### config.mk
export PLATFORM = sky130hd
export DESIGN_NAME = pkt_rx_unit_flat
export DESIGN_NICKNAME = d
export VERILOG_FILES = /design/src/rtl/pkt_rx_if.sv /design/src/rtl/pkt_rx_unit.sv /design/src/flat_wrapper.sv
export SDC_FILE = /design/constraint.sdc
export NUM_CORES = 1
export LEC_CHECK = 0
export BUFFER_PORTS_ARGS = -buffer_cell sky130_fd_sc_hd__buf_2
export CORE_MARGIN = 1.5
export CORE_UTILIZATION = 55
export DETAILED_ROUTE_END_ITERATION = 10
export GPL_TIMING_DRIVEN = 0
export PLACE_DENSITY = 0.78
export SLEW_MARGIN = 20
export SYNTH_ARGS = -nofsm -noshare
export SYNTH_HDL_FRONTEND = slang
export SYNTH_SLANG_ARGS = --single-unit
### constraint.sdc
create_clock -name clk -period 2.65 [get_ports clk]
set_input_delay 0.265 -clock clk [delete_from_list [all_inputs] [get_ports clk]]
set_output_delay 0.265 -clock clk [all_outputs]
set_load 0.005 [all_outputs]
### src/rtl/pkt_rx_if.sv
// Router-side packet input and core-side head output of the NoC receive unit.
// master drives packets in and out_ready; slave is the receive unit itself.
interface pkt_rx_if;
  logic [32:0] pkt_in;
  logic        pkt_valid;
  logic        pkt_ready;
  logic [3:0]  out_opcode;
  logic [24:0] out_data;
  logic        out_valid;
  logic        out_ready;

  modport master (
    output pkt_in, pkt_valid, out_ready,
    input  pkt_ready, out_opcode, out_data, out_valid
  );

  modport slave (
    input  pkt_in, pkt_valid, out_ready,
    output pkt_ready, out_opcode, out_data, out_valid
  );
endinterface

### src/rtl/pkt_rx_unit.sv
// NoC receive unit: address filter, DEPTH-entry fall-through FIFO, saturating stats; accepted packet visible the cycle after its edge.
// Backpressure: pkt_ready low while full or in reset (no pass-through on full); mismatched packets are consumed and dropped.
module pkt_rx_unit #(
  parameter logic [3:0] NODE_ID    = 4'd0,
  parameter bit         ACCEPT_ANY = 1'b0,
  parameter int         DEPTH      = 4,
  parameter int         CNT_W      = 16
) (
  input  logic                   clk,
  input  logic                   rst,
  pkt_rx_if.slave                bus,
  output logic [CNT_W-1:0]       rx_count,
  output logic [CNT_W-1:0]       drop_count,
  output logic [$clog2(DEPTH):0] fifo_level
);
  localparam int PTR_W = $clog2(DEPTH);
  localparam int LVL_W = PTR_W + 1;
  localparam logic [LVL_W-1:0] FULL = LVL_W'(DEPTH);

  logic [PTR_W-1:0] wr_ptr_q, wr_ptr_d;
  logic [PTR_W-1:0] rd_ptr_q, rd_ptr_d;
  logic [LVL_W-1:0] level_q, level_d;
  logic [CNT_W-1:0] rx_q, rx_d;
  logic [CNT_W-1:0] drop_q, drop_d;
  logic [28:0]      mem_q [DEPTH];
  logic [28:0]      mem_d [DEPTH];

  logic addr_hit, in_fire, push, drop, pop, head_vld;

  assign addr_hit      = ACCEPT_ANY || (bus.pkt_in[32:29] == NODE_ID);
  assign bus.pkt_ready = !rst && (level_q != FULL);
  assign head_vld      = (level_q != '0);
  assign in_fire       = bus.pkt_valid && bus.pkt_ready;
  assign push          = in_fire && addr_hit;
  assign drop          = in_fire && !addr_hit;
  assign pop           = head_vld && bus.out_ready;

  always_comb begin
    mem_d    = mem_q;
    wr_ptr_d = wr_ptr_q;
    rd_ptr_d = rd_ptr_q;
    level_d  = level_q;
    rx_d     = rx_q;
    drop_d   = drop_q;

    if (push) begin
      mem_d[wr_ptr_q] = bus.pkt_in[28:0];
      wr_ptr_d        = wr_ptr_q + PTR_W'(1);
    end
    if (pop) begin
      rd_ptr_d = rd_ptr_q + PTR_W'(1);
    end

    case ({push, pop})
      2'b10:   level_d = level_q + LVL_W'(1);
      2'b01:   level_d = level_q - LVL_W'(1);
      default: level_d = level_q;
    endcase

    // Statistics stick at all-ones instead of wrapping.
    if (push && (rx_q != '1)) begin
      rx_d = rx_q + CNT_W'(1);
    end
    if (drop && (drop_q != '1)) begin
      drop_d = drop_q + CNT_W'(1);
    end
  end

  always_ff @(posedge clk) begin
    if (rst) begin
      wr_ptr_q <= '0;
      rd_ptr_q <= '0;
      level_q  <= '0;
      rx_q     <= '0;
      drop_q   <= '0;
    end else begin
      wr_ptr_q <= wr_ptr_d;
      rd_ptr_q <= rd_ptr_d;
      level_q  <= level_d;
      rx_q     <= rx_d;
      drop_q   <= drop_d;
    end
  end

  // Storage is left unreset; the empty mask below keeps stale/X contents off the outputs.
  always_ff @(posedge clk) begin
    mem_q <= mem_d;
  end

  assign bus.out_valid = head_vld;
  assign {bus.out_opcode, bus.out_data} = head_vld ? mem_q[rd_ptr_q] : 29'd0;

  assign rx_count   = rx_q;
  assign drop_count = drop_q;
  assign fifo_level = level_q;
endmodule

### src/flat_wrapper.sv
// flat-port wrapper written by rule: the top's interface ports become plain ports
module pkt_rx_unit_flat 
#(
  parameter logic [3:0] NODE_ID    = 4'd0,
  parameter bit         ACCEPT_ANY = 1'b0,
  parameter int         DEPTH      = 4,
  parameter int         CNT_W      = 16
)
  (clk, rst, rx_count, drop_count, fifo_level, bus_pkt_in, bus_pkt_valid, bus_out_ready, bus_pkt_ready, bus_out_opcode, bus_out_data, bus_out_valid);
  pkt_rx_if bus_i ();
  input  logic clk;
  input  logic rst;
  output logic [CNT_W-1:0] rx_count;
  output logic [CNT_W-1:0] drop_count;
  output logic [$clog2(DEPTH):0] fifo_level;
  input wire logic [$bits(bus_i.pkt_in)-1:0] bus_pkt_in;
  input wire logic [$bits(bus_i.pkt_valid)-1:0] bus_pkt_valid;
  input wire logic [$bits(bus_i.out_ready)-1:0] bus_out_ready;
  output wire logic [$bits(bus_i.pkt_ready)-1:0] bus_pkt_ready;
  output wire logic [$bits(bus_i.out_opcode)-1:0] bus_out_opcode;
  output wire logic [$bits(bus_i.out_data)-1:0] bus_out_data;
  output wire logic [$bits(bus_i.out_valid)-1:0] bus_out_valid;
  assign bus_i.pkt_in = bus_pkt_in;
  assign bus_i.pkt_valid = bus_pkt_valid;
  assign bus_i.out_ready = bus_out_ready;
  assign bus_pkt_ready = bus_i.pkt_ready;
  assign bus_out_opcode = bus_i.out_opcode;
  assign bus_out_data = bus_i.out_data;
  assign bus_out_valid = bus_i.out_valid;
  pkt_rx_unit #(.NODE_ID(NODE_ID), .ACCEPT_ANY(ACCEPT_ANY), .DEPTH(DEPTH), .CNT_W(CNT_W)) u_core (.clk(clk), .rst(rst), .bus(bus_i), .rx_count(rx_count), .drop_count(drop_count), .fifo_level(fifo_level));
endmodule
# Yosys cells after proc, flatten, opt, wreduce, memory -nomap -nowiden
# Cells that the tools add are included.
# Widths: inputs -> output; s select.
# op_classes
n_eq_ne,5
order_cmp,3
addsub,6
n_div,0
shift,0
reduce_logical,13
bitwise,2
mux,8
n_mul,0
# ops
op,count
$bwmux 116,1
$mux 29,4
$bmux 29 s2,1
$demux 29 s2,1
$add 16x1->16 const B,2
$ne 16x16->1 const B,2
$logic_and 1x1->1,8
$ge 3x3->1 const B,2
$not 2->3,2
$pmux 3 s2,1
$add 2x1->2 const B,2
$logic_not 4->1,1
$add 3x1->3 const B,1
$lt 3x1->1 const B,1
$ne 3x3->1 const B,1
$reduce_bool 3->1,1
$sub 3x1->3 const B,1
$eq 2x1->1 const B,1
$eq 2x2->1 const B,1
$logic_not 1->1,2
$reduce_bool 2->1,1
# word_totals
ramBits,0
rom_bits,0
latchBits,0
memories,0
in_bits,37
word_cells,46
reg_bits,155

# Longest topological paths before layout
# Gate-level depths: netlist of run 1.
# depth
depth_word,6
mapped_depth,9

# Worst setup path before layout of run 1
# OpenSTA, ideal clock, no wires.
# synth_path
path_kind,input -> register
startpoint,input port bus_pkt_in[30]
endpoint,register u_core.mem_q[0] (netlist name) (enable)
arrival_ns,1.955
n_path_buf,0
setup_time_ns,0.389
path_stages,3
path_slack_ns,0.306
path_cell_list,or4_4 > nor3_2 > and2_1
# synth_between
elab_chain_cells,2
# synth_lines
element,line,rtl
from (decl),flat_wrapper.sv:16,input wire logic [$bits(bus_i.pkt_in)-1:0] bus_pkt_in;
$logic_not 4->1,pkt_rx_unit.sv:30,assign addr_hit = ACCEPT_ANY || (bus.pkt_in[32:29] == NODE_ID);
$logic_and 1x1->1,pkt_rx_unit.sv:34,assign push = in_fire && addr_hit;
to (signal assigned),pkt_rx_unit.sv:87,mem_q <= mem_d;
to (decl),pkt_rx_unit.sv:25,logic [28:0] mem_q [DEPTH];
# No other way between the ends.
# A chain may end at the register's enable or synchronous reset.

# Worst setup path in the final report of run 1
# layout_path
startpoint,register u_core.rd_ptr_q[0]
endpoint,output port bus_out_data[19]
# layout_between
elab_chain_cells,5
# layout_lines
element,line,rtl
from (decl),pkt_rx_unit.sv:21,"logic [PTR_W-1:0] rd_ptr_q, rd_ptr_d;"
from (signal assigned),pkt_rx_unit.sv:78,rd_ptr_q <= rd_ptr_d;
$not 2->3 (implied by the code),pkt_rx_unit.sv:91,"assign {bus.out_opcode, bus.out_data} = head_vld ? mem_q[rd_ptr_q] : 29'd0;"
$bmux 29 s2,pkt_rx_unit.sv:91,
$mux 29 (implied by the code) (2 in a row),pkt_rx_unit.sv:91,
$mux 29,pkt_rx_unit.sv:91,
to (decl),flat_wrapper.sv:21,output wire logic [$bits(bus_i.out_data)-1:0] bus_out_data;
# No other way between the ends. The select of a mux whose other input is x is not followed.

==> flow_metrics.env, run 1 <==
export IMPL_synth_edf_count=116
export IMPL_syn_mean_instance_area_sq_um=15.3
export IMPL_synth_seq_cells=155
export IMPL_grt_busiest_layer="met2"
export IMPL_cts_buffer_depth=2
export IMPL_rr_worst_depth=9
export IMPL_area_growth_syn_to_layout_pct=21.9
export IMPL_fin_crit_sh=0.917
export IMPL_numPortBuffers=102
export IMPL_insertion_delay_ns=0.42
export IMPL_slew_headroom=0.367
export IMPL_clockRootBuffer="clkbuf_16"
export IMPL_met2_usage=0.345
export IMPL_cp_arrival_ns=2.16
export IMPL_p_leak_nw=2.78
export IMPL_grt_pass1_vias=3785
export IMPL_first_iter_violations=137
export IMPL_synthesis_nets=460
export IMPL_synthAdderAreaFrac=0.0170
export IMPL_holdPathStages=1
export IMPL_grt_overflow=0
export IMPL_final_setup_skew_ns=0.0124
export IMPL_grt_antenna_before_repair=0
export IMPL_num_rows=39
export IMPL_yosysUniqueCellTypes=39
export IMPL_path_class="flop to primary output"
export IMPL_nets=585
export IMPL_vdd_drop_max_uv=454
export IMPL_cts_sinks=155
export IMPL_cap_violations=0
export IMPL_rsz0062_at_grt="no"
export IMPL_die_w_microns=110
export IMPL_synth_xor_area_share=0.0400
export IMPL_cpPeakStageDelay_ns=0.56
export IMPL_synth_flop_cell="edfxtp_1"
export IMPL_fmax_mhz=412
export IMPL_reg2reg_from="u_core.fifo_level[2]"
export IMPL_clk_pin_slew_ns=0.07
export IMPL_grt_use_total=0.207
export IMPL_tightest_slew_ns=0.941
export IMPL_min_from="bus_pkt_in[26]"
export IMPL_cts_tree="yes"
export IMPL_hold_viol_final=0
export IMPL_ys_warn_count=0
export IMPL_core_area_sq_mm=0.0113
export IMPL_synthMuxAreaShare=0.109
export IMPL_path_max_fanout=10
export IMPL_hold_path_class="input port to flop"
export IMPL_synthSimpleGateAreaFrac=0.129
export IMPL_crit_chain="clkdlybuf4s15_2 > mux4_2 > and2_1 > buf_2"
export IMPL_grt_pass1_wl_microns=19400
export IMPL_wl_microns=12000
export IMPL_cts_htree_levels=4
export IMPL_start_util=0.560
export IMPL_drc_errors=0
export IMPL_post_place_ws_ns=0.0510
export IMPL_worst_ep_required_time_ns=2.38
export IMPL_final_min_clock_period_ns=2.43
export IMPL_globalplace_congestion=0.804
export IMPL_p_per_area_mw_per_mm2=653
export IMPL_synth_compound_area_frac=0.0156
export IMPL_dpl_hpwl_microns=7970
export IMPL_outcome="completed"
export IMPL_synth_top_family_by_area="simple AND/OR/NAND/NOR gates"
export IMPL_ys_async_sr_fraction=0
export IMPL_syn_area_sq_mm=0.00634
export IMPL_rr_endpoint="u_core.fifo_level[2]"
export IMPL_min_to="u_core.mem_q[26]"
export IMPL_antennaDiodeCount=0
export IMPL_synth_cells=415
export IMPL_grtUsageMet1=0.265
export IMPL_die_y_microns=110
export IMPL_routed_via_density=5.52
export IMPL_critPathSlowestCell="mux4_2"
export IMPL_vias=3843
export IMPL_layout_drive_gt1_share=0.333
export IMPL_io_pins=103
export IMPL_use_met3=0.0560
export IMPL_critPathCaptureType="primary output"
export IMPL_worst_r2r_setup_slack_ns=0.29
export IMPL_cp_start_kind="flop"
export IMPL_setup_viol=0
export IMPL_drt_wirelength_per_cell_microns=17.2
export IMPL_dr_pass1_iters=4
export IMPL_antenna_left=0
export IMPL_cts_buffers_inserted=17
export IMPL_slew_viol_final=0
export IMPL_fin_total_pwr_mw=5.05
export IMPL_grt_start_max_net_pins=19
export IMPL_setup_slack_ns=0.221
export IMPL_ys_seq_area_frac=0.672
export IMPL_dieArea_sq_mm=0.0122
==> cells in the final DEF, fill, tap and decap left out, types with 2 or more instances in the layout <==
master,netlist,final
xnor2_1,19,19
clkbuf_1,14,14
mux2i_1,4,4
inv_6,0,5
nand2_1,11,11
or4_4,2,2
inv_1,7,7
nand4_1,7,7
nor2_1,38,38
o21ai_0,3,3
ha_1,7,7
nand3_1,12,12
dfxtp_1,39,39
nand2b_1,2,2
and2_2,0,4
and3_1,4,4
nor4_1,7,7
o211ai_1,3,3
and2_1,35,31
clkbuf_16,0,17
xor2_1,10,10
buf_2,1,104
clkinvlp_4,0,2
nor3_1,15,15
buf_16,0,4
clkinv_4,0,2
o2111ai_1,2,2
edfxtp_1,116,116
clkdlybuf4s15_2,0,2
a21oi_1,5,5
mux4_2,29,29
or3_1,4,4
clkinv_2,0,3
and4_1,3,3
==> what timing repair did <==
item / CTS / global route
cloned: 0 / 0
hold buffers: 0 / 0
resized for setup: 5 / 1
setup endpoints to repair: 22 / 1
buffers inserted: 0 / 0
==> state kept, by name, indices dropped and copies added, names as in the netlist <==
register / count
u_core.rx_count: 16
u_core.mem_q: 116
u_core.fifo_level: 3
u_core.wr_ptr_q: 2
u_core.rd_ptr_q: 2
u_core.drop_count: 16
==> how the worst max path moves through the flow <==
stage	start	endpoint	slack (ns)
after floorplan	bus_pkt_in[30]	u_core.mem_q[0]	0.31
after global placement	bus_pkt_in[30]	u_core.mem_q[103]	-0.45
after detailed placement	u_core.fifo_level[2]	u_core.fifo_level[2]	0.05
after CTS	u_core.fifo_level[2]	u_core.fifo_level[2]	0.06
after global routing	u_core.fifo_level[2]	u_core.fifo_level[2]	0.08
final	u_core.rd_ptr_q[0]	bus_out_data[19]	0.22
==> worst max-delay path, delay by kind of cell, from the launching register on <==
kind / cells / cell delay [ns]
buffers and inverters: 2 / 0.61
multiplexers: 1 / 0.56
flip-flops: 1 / 0.40
AND/OR/NAND/NOR: 1 / 0.18
==> cells by family (layout without fill, tap and decap cells) <==
kind of cell | count (synthesis) | after routing
buffers and inverters | 26 | 164
DFF | 155 | 155
muxes | 33 | 33
and+or+nand+nor | 148 | 148
adders and majority gates | 8 | 8
AOI/OAI and AO/OA | 16 | 16
xor gates and xnor gates | 29 | 29
==> power breakdown <==
group          switching [mW]  internal (mW)
Sequential            0.00570           2.61
Clock                   0.997           1.31
Combinational          0.0725         0.0598
Total                    1.08           3.98
==> cell type report <==
| type | count | area (sq um) |
|---|---|---|
| Tap cell | 143 | 179 |
| Timing Repair Buffer | 106 | 621 |
| Fill cell | 793 | 3590 |
| Inverter | 7 | 26.3 |
| Clock inverter | 15 | 138 |
| Multi-Input combinational cell | 234 | 1980 |
| Clock buffer | 17 | 425 |
| Buffer | 19 | 96.3 |
| Sequential cell | 155 | 4260 |
==> through the flow <==
stage | cells | hold slack, ns | cell area (sq um) | util | setup TNS, ns
2_1_floorplan | 415 | 0.364 | 6340 | - | 0
5_1_grt | 696 | 0.0494 | 7730 | 0.683 | 0
4_1_cts | 696 | 0.0426 | 7730 | 0.683 | 0
6_report | 696 | 0.0543 | 7730 | 0.683 | 0
3_3_place_gp | 660 | 0.476 | 7030 | 0.621 | -51.46
3_5_place_dp | 664 | 0.483 | 7150 | 0.632 | 0
==> cell usage after synthesis, drive strengths merged, types with 2 or more instances <==
library cell,number,area (sq um)
a21oi,5,25.0
nand2b,2,12.5
nand4,7,43.8
mux2i,4,40.0
buf,5,27.5
nor2,38,143
mux4,29,653
or3,4,25.0
nand2,11,41.3
dfxtp,39,781
nand3,12,60.1
o21ai,4,20.0
nor3b,2,15.0
ha,7,87.6
and3,4,25.0
and4,3,26.3
o211ai,3,22.5
nor4,8,56.3
or4,2,22.5
and2,35,219
xnor2,19,166
o2111ai,2,17.5
clkbuf,14,52.6
xor2,10,87.6
nor3,17,101
edfxtp,116,3480
inv,7,26.3
==> metal layers <==
layer | part of all wire | vias to the layer above
li1 | - | 1827
met1 | 0.42 | 1880
met2 | 0.51 | 127
met5 | 0 | -
met3 | 0.063 | 9
met4 | 0.0058 | 0
No activity file was read; power rests on OpenSTA's default activity.
==> inputs of run 2 (changes only) <==
- BUFFER_PORTS_ARGS: -buffer_cell sky130_fd_sc_hd__buf_2 -> not set
- CELL_PAD_IN_SITES_DETAIL_PLACEMENT: not set -> 0
- CELL_PAD_IN_SITES_GLOBAL_PLACEMENT: not set -> 1
- CORE_UTILIZATION: 55 -> 52
- DONT_BUFFER_PORTS: not set -> 1
- PLACE_DENSITY: 0.78 -> not set
- PLACE_DENSITY_LB_ADDON: not set -> 0.1
- SKIP_LAST_GASP: not set -> 1
==> flow_metrics.env, run 2 (synthesis gave the netlist of run 1 again) <==
export IMPL_first_iter_violations=252
export IMPL_num_rows=40
export IMPL_rsz0062_at_grt="no"
export IMPL_grt_pass1_vias=3565
export IMPL_antenna_left=0
export IMPL_tightest_slew_ns=0.679
export IMPL_cts_sinks=155
export IMPL_rr_worst_depth=9
export IMPL_register_area_sq_mm=0.00426
export IMPL_drc_errors=0
export IMPL_core_area_sq_mm=0.0120
export IMPL_largest_register_ffs=116
export IMPL_grt_antenna_before_repair=0
export IMPL_globalplace_congestion=0.775
export IMPL_met2_usage=0.329
export IMPL_vias=3484
export IMPL_layout_common_cells="edfxtp_1, dfxtp_1, nor2_1"
export IMPL_p_per_area_mw_per_mm2=698
export IMPL_cts_buffer_depth=2
export IMPL_antennaDiodeCount=0
export IMPL_cp_startpoint="u_core.fifo_level[2]"
export IMPL_cts_buffers_inserted=17
export IMPL_critPathCaptureType="flop"
export IMPL_die_y_microns=113
export IMPL_slew_headroom=0.548
export IMPL_grt_pass1_wl_microns=18900
export IMPL_worst_r2r_setup_slack_ns=0.27
export IMPL_outcome="completed"
export IMPL_fmax_mhz=421
export IMPL_rr_endpoint="u_core.fifo_level[2]"
export IMPL_worst_ep_required_time_ns=2.99
export IMPL_path_class="flop to flop"
export IMPL_hold_path_class="input port to flop"
export IMPL_final_setup_skew_ns=0.0130
export IMPL_io_pins=103
export IMPL_clockRootBuffer="clkbuf_16"
export IMPL_dieArea_sq_mm=0.0129
export IMPL_regMostFlops="u_core.mem_q"
export IMPL_dr_pass1_iters=4
export IMPL_nets=512
export IMPL_grtUsageMet1=0.242
export IMPL_fin_total_pwr_mw=5.29
export IMPL_die_w_microns=113
export IMPL_grt_start_max_net_pins=26
export IMPL_reg2reg_from="u_core.fifo_level[2]"
export IMPL_fin_setup_tns_ns=0
export IMPL_clk_pin_slew_ns=0.06
export IMPL_cp_start_kind="flop"
export IMPL_n_fill_cell=912
export IMPL_start_util=0.530
export IMPL_grt_busiest_layer="met2"
export IMPL_area_growth_syn_to_layout_pct=19.4
export IMPL_setup_viol=0
export IMPL_cts_htree_levels=4
export IMPL_slew_viol_final=0
export IMPL_grt_use_total=0.198
export IMPL_grt_overflow=0
export IMPL_layout_commonest_cell="edfxtp_1"
export IMPL_numPortBuffers=0
export IMPL_drt_wirelength_per_cell_microns=18.7
export IMPL_multiInputGateArea_sq_mm=0.00199
export IMPL_layout_drive_gt1_share=0.171
export IMPL_cts_tree="yes"
export IMPL_hold_viol_final=0
export IMPL_path_max_fanout=9
export IMPL_cp_endpoint="u_core.fifo_level[2]"
export IMPL_wl_microns=11700
export IMPL_use_met3=0.0627
export IMPL_p_leak_nw=2.43
export IMPL_cp_arrival_ns=2.72
export IMPL_cap_violations=0
export IMPL_final_min_clock_period_ns=2.38
export IMPL_dpl_hpwl_microns=7480
export IMPL_insertion_delay_ns=0.41
export IMPL_vdd_drop_max_uv=356
export IMPL_fin_crit_sh=0.897
export IMPL_routed_via_density=5.56
run 2: cell count changes in the layout (fill, tap and decap cells not counted), moves of 3 or more:
cell and change:
clkbuf_16 +3, clkbuf_8 +3, dlygate4sd3_1 +29, buf_2 -103
inv_6 -4, clkbuf_2 +3
run 2: repair_timing:
action,CTS,global route
setup endpoints to repair,1,26
resized for setup,1,6
gates cloned,0,0
endpoints found under the hold margin,116,0
buffers inserted,0,0
hold buffers,29,0
run 2: worst min-delay path by stage:
stage / from / slack [ns] / endpoint / cells after the start
floorplan: bus_pkt_in[0] / 0.36 / u_core.mem_q[0] / 0
global placement: bus_pkt_in[4] / 0.36 / u_core.mem_q[62] / 0
detailed placement: bus_pkt_in[22] / 0.36 / u_core.mem_q[109] / 0
CTS: rst / 0.01 / u_core.drop_count[15] / 2
global route: rst / 0.05 / u_core.drop_count[15] / 2
finish: rst / 0.03 / u_core.drop_count[15] / 2
run 2: final cells by class:
class                           instances  area share
Buffer                                 19      0.0111
Sequential cell                       155       0.563
Inverter                                7     0.00347
Multi-Input combinational cell        234       0.263
Clock buffer                           24      0.0720
Clock inverter                          8      0.0129
Timing Repair Buffer                   33      0.0509
Tap cell                              147      0.0243
run 2: routing by layer:
layer | part of all wire | up-vias | wire length [microns]
met2 | 0.51 | 88 | 6030
met1 | 0.42 | 1710 | 4970
met3 | 0.047 | 14 | 546
met5 | 0 | - | 0
li1 | - | 1672 | -
met4 | 0.015 | 0 | 170
run 2: metrics by stage:
step / std cells / setup WS (ns) / utilization / instance area, sq um / hold slack (ns)
3_5_place_dp: 566 / 0.0360 / 0.554 / 6630 / 0.364
2_1_floorplan: 415 / 0.306 / - / 6340 / 0.364
5_1_grt: 627 / 0.0522 / 0.633 / 7580 / 0.0534
4_1_cts: 627 / 0.00613 / 0.633 / 7570 / 0.0144
3_3_place_gp: 562 / -0.403 / 0.546 / 6530 / 0.364
6_report: 627 / 0.272 / 0.633 / 7580 / 0.0327
run 2: critical path, cell delays in order (launching register included):
cell	delay (ns)
dfxtp_1	0.41
nor3b_2	0.39
nor3_2	0.19
inv_1	0.09
ha_1	0.18
inv_1	0.06
fa_1	0.38
xor2_1	0.16
or3_1	0.31
a21oi_1	0.14
run 2: power breakdown:
group	leakage (nW)	switching, mW	internal (mW)
registers	1.36	0.00667	2.61
clock network	0.318	0.910	1.63
logic	0.759	0.0674	0.0608
==> inputs of run 3 (changes only) <==
- GPL_TIMING_DRIVEN: 0 -> not set
==> flow_metrics.env, run 3 (synthesis gave the netlist of run 1 again) <==
export IMPL_outcome="completed"
export IMPL_die_w_microns=113
export IMPL_cts_resized=0
export IMPL_layout_common_cells="edfxtp_1, nor2_1, dfxtp_1"
export IMPL_n_fill_cell=890
export IMPL_final_util=0.628
export IMPL_grt_pass1_wl_microns=18300
export IMPL_numPortBuffers=0
export IMPL_cts_tree="yes"
export IMPL_hold_path_class="input port to flop"
export IMPL_clk_pin_slew_ns=0.06
export IMPL_rsz0062_at_grt="no"
export IMPL_critPathSlowestCell="dfxtp_1"
export IMPL_regMostFlops="u_core.mem_q"
export IMPL_p_per_area_mw_per_mm2=688
export IMPL_setup_viol=0
export IMPL_grt_overflow=0
export IMPL_nets=506
export IMPL_cpPeakStageDelay_ns=0.39
export IMPL_crit_chain="nor3b_1 > nor3_2 > inv_1 > ha_1 > inv_1 > fa_1 > xor2_1 > or3_1 > a21oi_1"
export IMPL_antennaDiodeCount=0
export IMPL_slew_headroom=0.603
export IMPL_core_area_sq_mm=0.0120
export IMPL_hold_buffers=30
export IMPL_final_setup_skew_ns=0.00727
export IMPL_vias=3483
export IMPL_cp_buffers_inverters=2
export IMPL_wl_microns=11600
export IMPL_insertion_delay_ns=0.42
export IMPL_globalplace_congestion=0.739
export IMPL_crit_top_cell="inv_1"
export IMPL_io_pins=103
export IMPL_grt_pass1_vias=3536
export IMPL_path_delay_family="simple AND/OR/NAND/NOR gates"
export IMPL_largest_register_ffs=116
export IMPL_start_util=0.530
export IMPL_drc_errors=0
export IMPL_cts_sinks=155
export IMPL_worst_ep_required_time_ns=3.00
export IMPL_holdPathStages=2
export IMPL_dpl_hpwl_microns=7320
export IMPL_drt_wirelength_per_cell_microns=18.8
export IMPL_antenna_left=0
export IMPL_num_rows=40
export IMPL_cts_buffers_inserted=17
export IMPL_critPathCaptureType="flop"
export IMPL_path_max_fanout=5
export IMPL_cts_htree_levels=4
export IMPL_grt_antenna_before_repair=0
export IMPL_area_growth_syn_to_layout_pct=18.4
export IMPL_dieArea_sq_mm=0.0129
export IMPL_vdd_drop_max_uv=372
export IMPL_path_class="flop to flop"
export IMPL_layout_drive_gt1_share=0.184
export IMPL_fin_crit_sh=0.823
export IMPL_grt_start_max_net_pins=39
export IMPL_post_cts_buffers=0
export IMPL_cap_violations=0
export IMPL_fin_setup_tns_ns=0
export IMPL_hold_viol_final=0
export IMPL_p_leak_nw=2.42
export IMPL_slew_viol_final=0
export IMPL_clockRootBuffer="clkbuf_16"
export IMPL_tightest_slew_ns=0.590
export IMPL_rr_worst_depth=9
export IMPL_register_area_sq_mm=0.00427
export IMPL_routed_via_density=5.61
export IMPL_final_min_clock_period_ns=2.18
export IMPL_path_depth=9
export IMPL_multiInputGateArea_sq_mm=0.00198
export IMPL_cp_arrival_ns=2.53
export IMPL_fmax_mhz=458
export IMPL_holdWs_ns=0.0296
export IMPL_cp_start_kind="flop"
export IMPL_dr_pass1_iters=6
export IMPL_cts_buffer_depth=2
export IMPL_die_y_microns=113
export IMPL_grt_use_total=0.191
export IMPL_layout_commonest_cell="edfxtp_1"
export IMPL_first_iter_violations=215
## run 3: cell count changes in the layout (fill, tap and decap cells not counted), sizes merged
cell	before	now
bufinv	2	3
buf	6	17
clkinvlp	1	3
inv	9	8
clkinv	3	8
clkbuf	41	17
## run 3: worst paths after layout
kind                                             from                    end  slack [ns]
worst min-delay path                              rst  u_core.drop_count[15]        0.03
worst max-delay path             u_core.fifo_level[2]   u_core.fifo_level[2]        0.47
worst min register to register  u_core.drop_count[15]  u_core.drop_count[15]        0.53
worst max register to register   u_core.fifo_level[2]   u_core.fifo_level[2]        0.47
## run 3: cell type report
cell class | instances | area share
multi-input cells | 234 | 0.264
repair buffers | 46 | 0.0606
clock inverters | 15 | 0.0233
flip-flops and latches | 155 | 0.568
inverters | 7 | 0.00350
well taps | 147 | 0.0245
clock buffers | 17 | 0.0566
## run 3: per-layer routing
layer | wire [microns] | vias up | part of all wire | GRT usage
met5 | 0 | - | 0 | 0
met4 | 135 | 0 | 0.012 | 0.0750
met3 | 555 | 14 | 0.048 | 0.0622
met1 | 5020 | 1712 | 0.43 | 0.225
met2 | 5930 | 97 | 0.51 | 0.325
li1 | - | 1660 | - | -
## run 3: power by group
group	switching (mW)	total [mW]	leakage (nW)	internal, mW
clock network	0.945	2.42	0.283	1.48
registers	0.00621	2.62	1.36	2.61
logic	0.0664	0.128	0.778	0.0620
## run 3: worst register-to-register path: cells and delay by family (launching register included)
| kind | cells | cell delay, ns |
|---|---|---|
| AOI/OAI and AO/OA | 1 | 0.15 |
| xor gates and xnor gates | 1 | 0.16 |
| adders and majority gates | 2 | 0.54 |
| buffers and inverters | 2 | 0.13 |
| DFF | 1 | 0.39 |
| and+or+nand+nor | 3 | 0.75 |
## run 3: per-stage QoR
step | instances | cell area [sq um] | worst slack [ns] | total power, mW
floorplan | 415 | 6340 | 0.306 | 2.73
global placement | 559 | 6600 | 0.493 | 2.73
detailed placement | 559 | 6600 | 0.440 | 2.74
CTS | 621 | 7510 | 0.434 | 5.22
global route | 621 | 7510 | 0.293 | 5.32
finish | 621 | 7510 | 0.468 | 5.17
